`config.mk`:
```
export PLATFORM = sky130hd
export DESIGN_NAME = rs232_tx_master
export DESIGN_NICKNAME = d
export VERILOG_FILES = /design/src/rtl/rs232_pkg.sv /design/src/rtl/rs232_tx_fifo.sv /design/src/rtl/rs232_tx_master.sv
export SDC_FILE = /design/constraint.sdc
export NUM_CORES = 1
export LEC_CHECK = 0
export ABC_AREA = 1
export CORE_MARGIN = 1
export CORE_UTILIZATION = 50
export DETAILED_ROUTE_END_ITERATION = 7
export GPL_TIMING_DRIVEN = 0
export HOLD_SLACK_MARGIN = 0.1
export PLACE_DENSITY = 0.76
export SETUP_SLACK_MARGIN = 0.2
export SYNTH_ARGS = -nofsm -noshare
export SYNTH_HDL_FRONTEND = slang
export SYNTH_HIERARCHICAL = 1
export SYNTH_SLANG_ARGS = --single-unit
export TNS_END_PERCENT = 1
```
`constraint.sdc`:
```
create_clock -name avm_clk -period 2.5 [get_ports avm_clk]
set_input_delay 0.625 -clock avm_clk [delete_from_list [all_inputs] [get_ports avm_clk]]
set_output_delay 0.625 -clock avm_clk [all_outputs]
set_load 0.02 [all_outputs]
```
`src/rtl/rs232_pkg.sv`:
```
// ---------------------------------------------------------------------------
// rs232_pkg
//   Shared definitions for the RS232 UART polling masters (TX and RX).
//   - Avalon byte addresses of the UART core registers
//   - Status register bit positions
//   - TX master state encoding
//   - Helper that formats a byte as an Avalon write word
// ---------------------------------------------------------------------------
package rs232_pkg;

    // UART core register map (byte addresses)
    localparam logic [4:0] RX_BASE     = 5'd0;
    localparam logic [4:0] TX_BASE     = 5'd4;
    localparam logic [4:0] STATUS_BASE = 5'd8;

    // Status register bits
    localparam int TX_OK_BIT = 6;   // TRDY: transmit holding register free
    localparam int RX_OK_BIT = 7;   // RRDY: receive data available

    typedef enum logic [2:0] {
        S_IDLE  = 3'd0,
        S_POLL  = 3'd1,
        S_WRITE = 3'd2,
        S_CSUM  = 3'd3
    } tx_state_t;

    // The UART TX data register takes the byte in the low lane.
    function automatic logic [31:0] tx_word(input logic [7:0] b);
        return {24'h00_0000, b};
    endfunction

endpackage

```
`src/rtl/rs232_tx_fifo.sv`:
```
// ---------------------------------------------------------------------------
// rs232_tx_fifo
//   Synchronous single-clock FIFO buffering bytes for the TX master.
//   Head word is read combinationally (first-word fall-through).
//   A push while full is honoured only when a pop happens in the same cycle;
//   the count then stays unchanged.
//
// Parameters
//   WIDTH   data width
//   DEPTH   number of entries, power of two >= 2
//
// Ports
//   i_clk     clock
//   i_rst     synchronous active-high reset, empties the FIFO
//   i_push    write i_wdata
//   i_wdata   data to write
//   i_pop     discard head entry
//   o_rdata   head entry (valid when !o_empty)
//   o_full    registered, high when count == DEPTH
//   o_empty   high when count == 0
//   o_count   number of stored entries
// ---------------------------------------------------------------------------
module rs232_tx_fifo #(
    parameter int WIDTH = 8,
    parameter int DEPTH = 16
) (
    input  logic                     i_clk,
    input  logic                     i_rst,
    input  logic                     i_push,
    input  logic [WIDTH-1:0]         i_wdata,
    input  logic                     i_pop,
    output logic [WIDTH-1:0]         o_rdata,
    output logic                     o_full,
    output logic                     o_empty,
    output logic [$clog2(DEPTH):0]   o_count
);

    localparam int AW = $clog2(DEPTH);
    localparam logic [AW-1:0] PTR_ONE  = AW'(1);
    localparam logic [AW:0]   CNT_ONE  = (AW+1)'(1);
    localparam logic [AW:0]   CNT_FULL = (AW+1)'(DEPTH);

    logic [WIDTH-1:0] r_mem [DEPTH];
    logic [AW-1:0]    r_wr_ptr;
    logic [AW-1:0]    r_rd_ptr;
    logic [AW:0]      r_count;
    logic             r_full;

    logic [AW:0]      w_count_nxt;
    logic             w_do_push;
    logic             w_do_pop;

    assign w_do_pop  = i_pop && (r_count != '0);
    // When full, the slot being written is the head being popped this cycle.
    assign w_do_push = i_push && (!r_full || w_do_pop);

    always_comb begin
        w_count_nxt = r_count;
        case ({w_do_push, w_do_pop})
            2'b10:   w_count_nxt = r_count + CNT_ONE;
            2'b01:   w_count_nxt = r_count - CNT_ONE;
            default: w_count_nxt = r_count;
        endcase
    end

    always_ff @(posedge i_clk) begin
        if (i_rst) begin
            r_wr_ptr <= '0;
            r_rd_ptr <= '0;
            r_count  <= '0;
            r_full   <= 1'b0;
        end else begin
            if (w_do_push) r_wr_ptr <= r_wr_ptr + PTR_ONE;
            if (w_do_pop)  r_rd_ptr <= r_rd_ptr + PTR_ONE;
            r_count <= w_count_nxt;
            r_full  <= (w_count_nxt == CNT_FULL);
        end
    end

    always_ff @(posedge i_clk) begin
        if (w_do_push) r_mem[r_wr_ptr] <= i_wdata;
    end

    assign o_rdata = r_mem[r_rd_ptr];
    assign o_full  = r_full;
    assign o_empty = (r_count == '0);
    assign o_count = r_count;

endmodule

```
`src/rtl/rs232_tx_master.sv`:
```
// ---------------------------------------------------------------------------
// rs232_tx_master
//   Avalon-MM master for the transmit side of the RS232 UART core. Bytes
//   arrive on a valid/ready stream, are buffered in a FIFO, and each one is
//   written to the TX data register after a STATUS poll reports TRDY.
//
// Build option
//   RS232_TX_CHECKSUM_EN : after every FRAME_LEN payload bytes written, an
//                          XOR checksum byte is written before any further
//                          payload byte. Undefined: plain byte pass-through.
//
// Parameters
//   FIFO_DEPTH   input buffer depth (power of two, >= 2)
//   FRAME_LEN    payload bytes per frame, 1..255 (checksum option only)
//
// Ports
//   avm_clk          clock
//   avm_rst          synchronous active-high reset
//   avm_address      byte address into UART core (TX=4, STATUS=8)
//   avm_read         read request
//   avm_readdata     read data, valid when read && !waitrequest
//   avm_write        write request
//   avm_writedata    {24'b0, byte} while writing, otherwise 0
//   avm_waitrequest  slave stall; request/address/data held while high
//   i_data           byte to transmit
//   i_valid          i_data valid
//   o_ready          FIFO not full
//   o_busy           FIFO non-empty, FSM active or checksum pending
//   o_dbg_state      current FSM state
//
// Stream handshake: a byte transfers on every rising edge where
// i_valid && o_ready. o_ready is registered and never depends on i_valid;
// i_data must be stable whenever i_valid is high.
// ---------------------------------------------------------------------------
module rs232_tx_master
    import rs232_pkg::*;
#(
    parameter int FIFO_DEPTH = 16,
    parameter int FRAME_LEN  = 64
) (
    input  logic        avm_clk,
    input  logic        avm_rst,
    output logic [4:0]  avm_address,
    output logic        avm_read,
    input  logic [31:0] avm_readdata,
    output logic        avm_write,
    output logic [31:0] avm_writedata,
    input  logic        avm_waitrequest,
    input  logic [7:0]  i_data,
    input  logic        i_valid,
    output logic        o_ready,
    output logic        o_busy,
    output tx_state_t   o_dbg_state
);

    localparam int CW = $clog2(FIFO_DEPTH) + 1;

    if (FRAME_LEN < 1 || FRAME_LEN > 255 || FIFO_DEPTH < 2 ||
        (FIFO_DEPTH & (FIFO_DEPTH - 1)) != 0) begin : g_bad_params
        $error("rs232_tx_master: FIFO_DEPTH or FRAME_LEN out of range");
    end

    // ---------------------------------------------------------------- FIFO
    logic [7:0]    w_fifo_head;
    logic          w_fifo_full;
    logic          w_fifo_empty;
    logic [CW-1:0] w_fifo_count;
    logic          w_push;
    logic          w_pop;

    assign w_push = i_valid && !w_fifo_full;

    rs232_tx_fifo #(
        .WIDTH (8),
        .DEPTH (FIFO_DEPTH)
    ) u_fifo (
        .i_clk   (avm_clk),
        .i_rst   (avm_rst),
        .i_push  (w_push),
        .i_wdata (i_data),
        .i_pop   (w_pop),
        .o_rdata (w_fifo_head),
        .o_full  (w_fifo_full),
        .o_empty (w_fifo_empty),
        .o_count (w_fifo_count)
    );

    // ------------------------------------------------------ registered state
    tx_state_t   r_state;
    logic        r_read;
    logic        r_write;
    logic [4:0]  r_address;
    logic [31:0] r_writedata;
    // Data-available flag seen by S_IDLE. It is registered from the count and
    // forced low on the pop edge, so IDLE never acts on a count that is about
    // to drop; this also gives the push-to-write latency of four cycles.
    logic        r_have_data;

    tx_state_t   w_state_nxt;
    logic        w_read_nxt;
    logic        w_write_nxt;
    logic [4:0]  w_address_nxt;
    logic [31:0] w_writedata_nxt;
    logic        w_tx_ok;
    logic        w_frame_done;
    logic        w_unused_readdata;

    assign w_tx_ok           = avm_readdata[TX_OK_BIT];
    assign w_unused_readdata = ^{avm_readdata[31:TX_OK_BIT+1], avm_readdata[TX_OK_BIT-1:0]};

    // Payload pop happens exactly when the payload write is accepted.
    assign w_pop = (r_state == S_WRITE) && r_write && !avm_waitrequest;

`ifdef RS232_TX_CHECKSUM_EN
    localparam logic [7:0] FRAME_LEN_B = 8'(FRAME_LEN);

    logic [7:0] r_csum_cnt;
    logic [7:0] r_csum_acc;
    logic       w_csum_done;

    assign w_frame_done = (r_csum_cnt == FRAME_LEN_B);
    assign w_csum_done  = (r_state == S_CSUM) && r_write && !avm_waitrequest;

    always_ff @(posedge avm_clk) begin
        if (avm_rst) begin
            r_csum_cnt <= 8'h00;
            r_csum_acc <= 8'h00;
        end else if (w_csum_done) begin
            r_csum_cnt <= 8'h00;
            r_csum_acc <= 8'h00;
        end else if (w_pop) begin
            r_csum_cnt <= r_csum_cnt + 8'h01;
            r_csum_acc <= r_csum_acc ^ r_writedata[7:0];
        end
    end
`else
    assign w_frame_done = 1'b0;
`endif

    // ------------------------------------------------------------ FSM: next
    always_comb begin
        w_state_nxt     = r_state;
        w_read_nxt      = r_read;
        w_write_nxt     = r_write;
        w_address_nxt   = r_address;
        w_writedata_nxt = r_writedata;

        case (r_state)
            S_IDLE: begin
                // A completed frame takes priority over further payload.
                if (w_frame_done || r_have_data) begin
                    w_state_nxt   = S_POLL;
                    w_read_nxt    = 1'b1;
                    w_address_nxt = STATUS_BASE;
                end
            end

            S_POLL: begin
                if (r_read) begin
                    if (!avm_waitrequest) begin
                        w_read_nxt = 1'b0;
                        if (w_tx_ok) begin
                            w_write_nxt   = 1'b1;
                            w_address_nxt = TX_BASE;
`ifdef RS232_TX_CHECKSUM_EN
                            if (w_frame_done) begin
                                w_state_nxt     = S_CSUM;
                                w_writedata_nxt = tx_word(r_csum_acc);
                            end else begin
                                w_state_nxt     = S_WRITE;
                                w_writedata_nxt = tx_word(w_fifo_head);
                            end
`else
                            w_state_nxt     = S_WRITE;
                            w_writedata_nxt = tx_word(w_fifo_head);
`endif
                        end
                    end
                end else begin
                    // Idle gap after a not-ready poll: issue the next read.
                    w_read_nxt    = 1'b1;
                    w_address_nxt = STATUS_BASE;
                end
            end

            S_WRITE, S_CSUM: begin
                if (r_write && !avm_waitrequest) begin
                    w_write_nxt     = 1'b0;
                    w_writedata_nxt = 32'h0000_0000;
                    w_state_nxt     = S_IDLE;
                end
            end

            default: begin
                w_state_nxt     = S_IDLE;
                w_read_nxt      = 1'b0;
                w_write_nxt     = 1'b0;
                w_address_nxt   = STATUS_BASE;
                w_writedata_nxt = 32'h0000_0000;
            end
        endcase
    end

    // ------------------------------------------------------ FSM: registers
    always_ff @(posedge avm_clk) begin
        if (avm_rst) begin
            r_state     <= S_IDLE;
            r_read      <= 1'b0;
            r_write     <= 1'b0;
            r_address   <= STATUS_BASE;
            r_writedata <= 32'h0000_0000;
            r_have_data <= 1'b0;
        end else begin
            r_state     <= w_state_nxt;
            r_read      <= w_read_nxt;
            r_write     <= w_write_nxt;
            r_address   <= w_address_nxt;
            r_writedata <= w_writedata_nxt;
            r_have_data <= (w_fifo_count != '0) && !w_pop;
        end
    end

    // ------------------------------------------------------------- outputs
    assign avm_address   = r_address;
    assign avm_read      = r_read;
    assign avm_write     = r_write;
    assign avm_writedata = r_writedata;
    assign o_ready       = !w_fifo_full;
    assign o_busy        = !w_fifo_empty || (r_state != S_IDLE) || w_frame_done;
    assign o_dbg_state   = r_state;

endmodule

```
==> results.json, run 1 <==
{
  "start_util_pct": 51.96,
  "synth.cell_area_sq_um": 6990,
  "critPathMaxStageDelay_ns": 0.46,
  "min_period_over_period_pct": 90.71,
  "grtUsageTotal_pct": 24.11,
  "ys_ff_latch": 161,
  "synth_cells": 640,
  "startpoint_type": "input port",
  "drv_slew": 0,
  "cts_root_buffer": "clkbuf_16",
  "antenna_found_initial": 0,
  "place_area_sq_um": 7632,
  "yosys_warnings": 6,
  "drc": 0,
  "rows": 42,
  "fin_nets": 777,
  "clock_skew_ns": 0.005868,
  "rsz0062_at_grt": "true",
  "ys_seq_area_share_pct": 64.44,
  "p_leak_nw": 3.099,
  "synth.area.top_cells": "edfxtp_1 55%, dfxtp_1 9.5%, nor2_1 7.0%",
  "grt_pass1_wl_mm": 25.20,
  "worst_pin_slew_ns": 0.8983,
  "path_clk_slew_ns": 0.06,
  "layout_min_cycle_time_ns": 2.268,
  "cts_tree": "yes",
  "dpl.hpwl_mm": 11.09,
  "num_io_pins": 88,
  "portBuffers": 28,
  "grt_max_degree": 17,
  "arrival_ns": 2.63,
  "die_x_um": 120.2,
  "drtIter0Drc": 416,
  "place_congestion": 0.9206,
  "fill_cells": 1050,
  "hold_viol": 0,
  "grt_pass1_vias": 4735,
  "vias": 5013,
  "finalCoreUtilization_pct": 62.50,
  "wl_per_cell_um": 18.14,
  "final_cell_mix": "129 x nor2_1, 128 x edfxtp_1, 73 x o21ai_0, 66 x nand2_1, 39 x buf_4",
  "drv_cap": 0,
  "synth.avg_cell_area_sq_um": 10.92,
  "core_sq_um": 13450,
  "required_ns": 2.86,
  "postLayoutCellArea_sq_um": 8408,
  "drt.antenna.violating_nets": 0,
  "hp-class": "register to register",
  "die-area_sq_um": 14460,
  "status": "finished, final reports clean",
  "synth_top_area_share_pct": 54.98,
  "slowest_stage": "clkdlybuf4s50_1",
  "worstPathCellList": "clkdlybuf4s50_1 > inv_1 > nor2_2 > nand2_4 > ha_4 > buf_8 > nand2_4 > inv_2 > nor2_4 > ha_4 > inv_2 > nand2_2 > nand3_2 > nand2_1 > nand2_1 > nand2_1 > nand2_1 > nand2_1 > nand2_1 > nor2_1",
  "power_density_nw_per_um2": 740.6,
  "cts_sinks": 161,
  "netlist.top_cell.by_area": "edfxtp_1",
  "drive_above_1_share_pct": 18.89,
  "die_h_um": 120.2,
  "clk_latency_ns": 0.42,
  "fmax_mhz": 441.0,
  "gr-total-overflow": 0,
  "finalSetupViolations": 0,
  "cp-end-kind": "register",
  "numCtsBuffers": 17,
  "clockBufferDepth": 2,
  "first_pass_iters": 5,
  "layout_commonest_cell": "nor2_1",
  "cp_max_fo": 7,
  "syn_to_final_growth_pct": 20.28,
  "yosysUniqueCellTypes": 37,
  "drt_wl_total_mm": 16.54,
  "critPathKind": "input port to register",
  "diodes": 0,
  "maxSlewHeadroom_pct": 39.89,
  "critical_path.most_common_cell": "nand2_1",
  "htreeDepth": 4,
  "via_per_inst": 5.497,
  "ir_drop_mv": 0.5037
}
## where the power goes
group / internal [mW] / leakage [nW] / switching, mW
Combinational: 0.128 / 1.35 / 0.228
Clock: 1.87 / 0.322 / 1.03
Sequential: 2.93 / 1.43 / 0.0304
## final timing paths
check	startpoint	to	slack (ns)	cells after the start
max	i_valid	u_fifo/o_full	0.23	20
max reg2reg	o_dbg_state[0]	u_fifo/o_full	0.24	22
min	avm_address[3]	avm_address[3]	0.46	2
min reg2reg	avm_address[3]	avm_address[3]	0.46	2
## logic make-up (layout without fill, tap and decap cells)
family	after synthesis	in the layout	share of synthesized area, %
DFF	161	161	64.44
and+or+nand+nor	243	243	14.89
adders and majority gates	8	8	1.432
muxes	1	1	0.1432
xor gates and xnor gates	4	4	0.5011
buffers and inverters	90	159	7.320
other	1	28	0.05364
AOI/OAI and AO/OA	132	132	11.22
## flip-flops by register name (all words and copies together) (netlist names), named ones only
| signal | count |
|---|---|
| avm_address | 2 |
| avm_read | 1 |
| avm_write | 1 |
| avm_writedata | 8 |
| o_dbg_state | 2 |
| r_have_data | 1 |
| u_fifo/o_count | 5 |
| u_fifo/o_full | 1 |
| u_fifo/r_mem | 128 |
| u_fifo/r_rd_ptr | 4 |
| u_fifo/r_wr_ptr | 4 |
## critical path: cells and delay by family
kind                       cells  cell delay, ns
buffers and inverters          5            0.70
adders and majority gates      2            0.30
and+or+nand+nor               13            0.97
## metrics by stage
stage / power (mW) / instances / worst slack, ns / hold slack, ns / setup TNS [ns]
floorplan: 3.228 / 667 / 0.2088 / 0.4348 / 0
global placement: 3.349 / 871 / -0.4947 / 0.4447 / -41.01
detailed placement: 3.360 / 871 / -0.5665 / 0.4508 / -52.52
CTS: 6.231 / 904 / 0.1191 / 0.4666 / 0
global route: 6.411 / 912 / 0.01377 / 0.4897 / 0
finish: 6.227 / 912 / 0.2323 / 0.4636 / 0
## layout make-up
| cell class | count | area [sq um] | share of cell area (%) |
|---|---|---|---|
| well taps | 176 | 220.2 | 2.619 |
| plain buffers | 54 | 369.1 | 4.390 |
| inverters | 36 | 148.9 | 1.771 |
| clock inverters | 12 | 229.0 | 2.723 |
| clock buffers | 18 | 429.2 | 5.104 |
| repair buffers | 39 | 356.6 | 4.241 |
| flip-flops and latches | 161 | 4516 | 53.71 |
| multi-input cells | 416 | 2140 | 25.45 |
## what timing repair did
action | 4_1_cts | 5_1_grt
gates resized for setup | 4 | 17
setup endpoints to repair | 134 | 133
buffers inserted | 3 | 8
pin swaps | 0 | 12
hold buffers | 0 | 0
## synth_stat cells (all sizes together)
| library cell | number |
|---|---|
| nand3 | 25 |
| a21oi | 21 |
| nor2 | 136 |
| dfxtp | 33 |
| a211oi | 1 |
| mux2i | 1 |
| xor2 | 4 |
| clkbuf | 8 |
| nand2 | 78 |
| buf | 46 |
| o211ai | 33 |
| nor3 | 1 |
| edfxtp | 128 |
| ha | 8 |
| inv | 34 |
| nand4 | 3 |
| conb | 1 |
| o21ai | 77 |
| clkinv | 2 |
## per-layer routing
metal | global-route usage [%] | up-vias | wire (um)
met3 | 5.425 | 31 | 1232
met5 | 0 | - | 0
met2 | 40.09 | 224 | 8366
li1 | - | 2339 | -
met1 | 30.61 | 2419 | 6500
met4 | 9.645 | 0 | 445
(Power assumes the default switching activity.)
==> run 2, diff against run 1 <==
--- a/config.mk
+++ b/config.mk
@@ -13,6 +13,7 @@
 export HOLD_SLACK_MARGIN = 0.1
 export PLACE_DENSITY = 0.76
 export SETUP_SLACK_MARGIN = 0.2
+export SKIP_CTS_REPAIR_TIMING = 1
 export SYNTH_ARGS = -nofsm -noshare
 export SYNTH_HDL_FRONTEND = slang
 export SYNTH_HIERARCHICAL = 1
==> results.json, run 2 (same netlist as run 1, synthesis figures left out) <==
{
  "clk_latency_ns": 0.42,
  "p_leak_nw": 3.062,
  "portBuffers": 28,
  "worst_pin_slew_ns": 0.8855,
  "drtIter0Drc": 374,
  "htreeDepth": 4,
  "min_period_over_period_pct": 91.34,
  "slowest_stage": "nor2_1",
  "rsz0062_at_grt": "true",
  "largest_register_ffs": 128,
  "ir_drop_mv": 0.5046,
  "critPathKind": "input port to register",
  "worstHoldPathCells": 2,
  "grtUsageTotal_pct": 24.06,
  "place_congestion": 0.9206,
  "fin_nets": 768,
  "clockBufferDepth": 2,
  "gr-total-overflow": 0,
  "critPathMaxStageDelay_ns": 0.68,
  "hold_start": "avm_address[3]",
  "start_util_pct": 51.96,
  "antenna_found_initial": 0,
  "die-area_sq_um": 14460,
  "finalSetupViolations": 0,
  "cts_tree": "yes",
  "worst_slack_ns": 0.2165,
  "cp-startpoint": "i_valid",
  "grt_pass1_wl_mm": 25.14,
  "required_ns": 2.55,
  "met3_usage_pct": 5.425,
  "path_buf_inv": 4,
  "maxSlewHeadroom_pct": 40.75,
  "grt_max_degree": 17,
  "via_per_inst": 5.410,
  "power_density_nw_per_um2": 746.1,
  "startpoint_type": "input port",
  "die_h_um": 120.2,
  "drv_slew": 0,
  "gr-usage-met1_pct": 30.58,
  "cts_sinks": 161,
  "syn_to_final_growth_pct": 19.15,
  "reg2reg_depth": 10,
  "min_to": "avm_address[3]",
  "diodes": 0,
  "vias": 4885,
  "numCtsBuffers": 17,
  "rows": 42,
  "top_register": "u_fifo/r_mem",
  "crit-reg2reg-capture": "u_fifo/r_mem[14][3]",
  "r2r-start": "o_dbg_state[0]",
  "layout_commonest_cell": "nor2_1",
  "first_pass_iters": 6,
  "dp_worst_setup_slack_ns": -0.5665,
  "drc": 0,
  "drv_cap": 0,
  "die_x_um": 120.2,
  "cp-end-kind": "register",
  "layout_min_cycle_time_ns": 2.284,
  "cp_max_fo": 8,
  "wl_per_cell_um": 17.89,
  "hp-class": "register to register",
  "grtUsageMet2_pct": 39.94,
  "worstPathCellList": "clkdlybuf4s50_1 > inv_1 > nor2_2 > nand2_4 > buf_4 > inv_4 > nand2_2 > nor2_1",
  "grt_pass1_vias": 4720,
  "busiest_layer": "met2",
  "drive_above_1_share_pct": 17.33,
  "num_io_pins": 88,
  "dpl.hpwl_mm": 11.09,
  "core_sq_um": 13450,
  "power.total_mw": 6.215,
  "cts_root_buffer": "clkbuf_16",
  "clock_skew_ns": 0.004442,
  "arrival_ns": 2.33,
  "hold_viol": 0,
  "drt_wl_total_mm": 16.15,
  "path_clk_slew_ns": 0.06,
  "final_cell_mix": "129 x nor2_1, 128 x edfxtp_1, 73 x o21ai_0, 67 x nand2_1, 32 x o211ai_1",
  "crit_family": "simple AND/OR/NAND/NOR gates",
  "fill_cells": 1055,
  "drt.antenna.violating_nets": 0,
  "status": "finished, final reports clean",
  "reg2reg_slack_ns": 0.23,
  "fmax_mhz": 437.9
}
==> run 2: changes by cell type in the layout (fill, tap and decap cells not counted), sizes merged <==
cell / before / now
buf: 57 / 48
clkbuf: 27 / 26
dlygate4sd2: 1 / 0
dlymetal6s2s: 0 / 2
==> run 2: per-stage QoR <==
stage                     utilization (%)  TNS (ns)  hold slack [ns]  area, sq um  std cells
after floorplan                         -         0           0.4348         7132        667
after global placement              56.73    -41.01           0.4447         7632        871
after detailed placement            56.73    -52.52           0.4508         7632        871
after CTS                           61.63   -0.3774           0.4666         8290        901
after global routing                61.91         0           0.4897         8329        903
final                               61.91         0           0.4635         8329        903
==> run 2: worst max-delay path by stage <==
| stage | endpoint | cells past startpoint |
|---|---|---|
| 5_1_grt | u_fifo/o_full | 22 |
| 4_1_cts | u_fifo/o_full | 23 |
| 3_3_place_gp | u_fifo/o_full | 21 |
| 2_1_floorplan | u_fifo/o_full | 22 |
| 3_5_place_dp | u_fifo/o_full | 23 |
| 6_report | u_fifo/r_mem[14][3] | 8 |
==> run 2: per-layer routing <==
| layer | vias up | share of wire (%) |
|---|---|---|
| met5 | - | 0 |
| met4 | 0 | 2.9 |
| met3 | 31 | 7.3 |
| met2 | 203 | 50 |
| met1 | 2327 | 40 |
| li1 | 2324 | - |
==> run 2: tightest hold or removal path: stages, from the launching register on <==
cell and delay (ns):
dfxtp_1 0.33, nand2_1 0.05, nand3_1 0.05
==> run 2: area by class of cell <==
| class | instances | area [sq um] | share of cell area [%] |
|---|---|---|---|
| Multi-Input combinational cell | 416 | 2123 | 25.49 |
| Inverter | 36 | 148.9 | 1.788 |
| Sequential cell | 161 | 4513 | 54.18 |
| Clock inverter | 12 | 229.0 | 2.749 |
| Tap cell | 176 | 220.2 | 2.644 |
| Timing Repair Buffer | 30 | 300.3 | 3.605 |
| Buffer | 54 | 365.4 | 4.386 |
| Clock buffer | 18 | 429.2 | 5.152 |
==> run 2: power breakdown <==
group / switching, mW / internal [mW] / total [mW]
registers: 0.0300 / 2.93 / 2.96
logic: 0.224 / 0.125 / 0.349
clock network: 1.03 / 1.87 / 2.90
total: 1.28 / 4.93 / 6.21
==> run 3, diff against run 2 <==
--- a/config.mk
+++ b/config.mk
@@ -7,11 +7,11 @@
 export LEC_CHECK = 0
 export ABC_AREA = 1
 export CORE_MARGIN = 1
-export CORE_UTILIZATION = 50
+export CORE_UTILIZATION = 54
 export DETAILED_ROUTE_END_ITERATION = 7
 export GPL_TIMING_DRIVEN = 0
 export HOLD_SLACK_MARGIN = 0.1
-export PLACE_DENSITY = 0.76
+export PLACE_DENSITY = 0.78
 export SETUP_SLACK_MARGIN = 0.2
 export SKIP_CTS_REPAIR_TIMING = 1
 export SYNTH_ARGS = -nofsm -noshare
==> constraint.sdc (replaced) <==
create_clock -name avm_clk -period 2.9 [get_ports avm_clk]
set_input_delay 0.725 -clock avm_clk [delete_from_list [all_inputs] [get_ports avm_clk]]
set_output_delay 0.725 -clock avm_clk [all_outputs]
set_load 0.02 [all_outputs]
==> results.json, run 3 (same netlist as run 1, synthesis figures left out) <==
{
  "status": "finished, final reports clean",
  "drc": 0,
  "finalCoreUtilization_pct": 64.74,
  "fill_cells": 982,
  "drt_wl_total_mm": 16.26,
  "clockBufferDepth": 2,
  "r2r-start": "o_dbg_state[1]",
  "drtIter0Drc": 524,
  "htreeDepth": 4,
  "antenna_found_initial": 0,
  "reg2reg_slack_ns": 0.42,
  "cts_sinks": 161,
  "drive_above_1_share_pct": 15.43,
  "grt_pass1_wl_mm": 24.34,
  "power_density_nw_per_um2": 616.5,
  "grtUsageTotal_pct": 25.71,
  "p_int_mw": 3.974,
  "fin_nets": 766,
  "largest_register_ffs": 128,
  "drv_cap": 0,
  "worstPathCellList": "clkdlybuf4s50_1 > inv_1 > nor2_1 > nand2_4 > ha_1 > buf_6 > nor2_1 > nor2_2 > ha_1 > mux2i_2 > nand2_1 > nor2_1 > nand3_1 > nor2_1",
  "worst_slack_ns": 0.3728,
  "drt.antenna.violating_nets": 0,
  "p_seq_share_pct": 50.7,
  "drv_slew": 0,
  "portBuffers": 28,
  "p_leak_nw": 2.976,
  "diodes": 0,
  "dpl.hpwl_mm": 11.09,
  "worst_pin_slew_ns": 1.011,
  "crit-reg2reg-capture": "u_fifo/o_full",
  "clk_latency_ns": 0.42,
  "hold_viol": 0,
  "cp_max_fo": 9,
  "endpoint": "u_fifo/o_full",
  "required_ns": 3.26,
  "cts_root_buffer": "clkbuf_16",
  "maxSlewHeadroom_pct": 32.33,
  "startpoint_type": "input port",
  "clkPwrFrac_pct": 43.5,
  "layout_min_cycle_time_ns": 2.527,
  "die_h_um": 115.8,
  "cp-startpoint": "i_valid",
  "slowest_stage": "clkdlybuf4s50_1",
  "core_sq_um": 12620,
  "critPathMaxStageDelay_ns": 0.45,
  "fmax_mhz": 395.7,
  "critical_path.most_common_cell": "nor2_1",
  "reg2reg_depth": 15,
  "num_io_pins": 88,
  "hp-class": "register to register",
  "cts_tree": "yes",
  "grt_max_degree": 17,
  "vias": 5051,
  "path_clk_slew_ns": 0.06,
  "switching_power_mw": 1.063,
  "grt_pass1_vias": 4592,
  "rows": 41,
  "final_cell_mix": "131 x nor2_1, 128 x edfxtp_1, 73 x o21ai_0, 68 x nand2_1, 33 x dfxtp_1",
  "numCtsBuffers": 17,
  "min_period_over_period_pct": 87.14,
  "ir_drop_mv": 0.3538,
  "layout_commonest_cell": "nor2_1",
  "finalSetupViolations": 0,
  "place_congestion": 0.8967,
  "comb_power_share_pct": 5.9,
  "wl_per_cell_um": 18.11,
  "start_util_pct": 55.39,
  "arrival_ns": 2.89,
  "via_per_inst": 5.625,
  "die-area_sq_um": 13400,
  "top_register": "u_fifo/r_mem",
  "clock_skew_ns": 0.006098,
  "critPathKind": "input port to register",
  "cp-end-kind": "register",
  "first_pass_iters": 5,
  "gr-total-overflow": 0,
  "die_x_um": 115.8,
  "switching_share_pct": 21.10,
  "dp_worst_setup_slack_ns": -0.3145,
  "syn_to_final_growth_pct": 16.88,
  "rsz0062_at_grt": "false"
}
run 3: cell count changes in the layout (fill, tap and decap cells not counted), sizes merged:
cell,delta
dlymetal6s2s,-1
clkbuf,+2
clkdlybuf4s50,+1
clkinvlp,+2
buf,-2
bufinv,-3
clkinv,+4
inv,-4
run 3: metal layers:
| metal | routed length [um] | share of wire [%] | vias up | track usage, % |
|---|---|---|---|---|
| met3 | 1159 | 7.1 | 54 | 4.759 |
| met1 | 6539 | 40 | 2442 | 32.97 |
| met2 | 7854 | 48 | 251 | 41.47 |
| li1 | - | - | 2304 | - |
| met4 | 708 | 4.4 | 0 | 14.27 |
| met5 | 0 | 0 | - | 0 |
run 3: cell type report:
| cell class | count | area [sq um] | share of cell area, % |
|---|---|---|---|
| Multi-Input combinational cell | 416 | 2079 | 25.45 |
| Inverter | 36 | 146.4 | 1.792 |
| Timing Repair Buffer | 28 | 282.8 | 3.461 |
| Buffer | 54 | 365.4 | 4.472 |
| Tap cell | 172 | 215.2 | 2.634 |
| Clock inverter | 11 | 140.1 | 1.715 |
| Sequential cell | 161 | 4504 | 55.13 |
| Clock buffer | 20 | 436.7 | 5.345 |
run 3: worst min path at each step:
stage	slack, ns	end	start	depth (start not counted)
CTS	0.47	register	u_fifo/r_rd_ptr[2]	1
global route	0.49	avm_writedata[2]	avm_writedata[2]	2
finish	0.47	avm_address[3]	avm_address[3]	2
floorplan	0.43	register	u_fifo/r_rd_ptr[2]	1
global placement	0.45	avm_address[3]	avm_address[3]	2
detailed placement	0.46	avm_address[3]	avm_address[3]	2
run 3: critical path: cells and delay by family:
| family | cells | cell delay, ns |
|---|---|---|
| adder cells (fa/ha/maj) | 2 | 0.49 |
| buffers and inverters | 3 | 0.62 |
| multiplexers | 1 | 0.17 |
| AND/OR/NAND/NOR | 8 | 0.87 |
run 3: power by group through the flow:
stage | Clock, mW | Sequential (mW) | Combinational, mW
2_1_floorplan | 0 | 2.61 | 0.173
3_3_place_gp | 0 | 2.60 | 0.284
3_5_place_dp | 0 | 2.60 | 0.291
4_1_cts | 2.21 | 2.55 | 0.292
5_1_grt | 2.31 | 2.56 | 0.323
6_report | 2.19 | 2.55 | 0.295
run 3: metrics by stage:
step	cell area [sq um]	cells	hold slack, ns	TNS, ns	total power [mW]
final	8170	898	0.4686	0	5.037
after global routing	8170	898	0.4937	0	5.190
after CTS	8164	898	0.4724	0	5.055
after detailed placement	7587	867	0.4594	-9.810	2.892
after global placement	7587	867	0.4476	-2.719	2.882
after floorplan	7092	667	0.4348	0	2.779
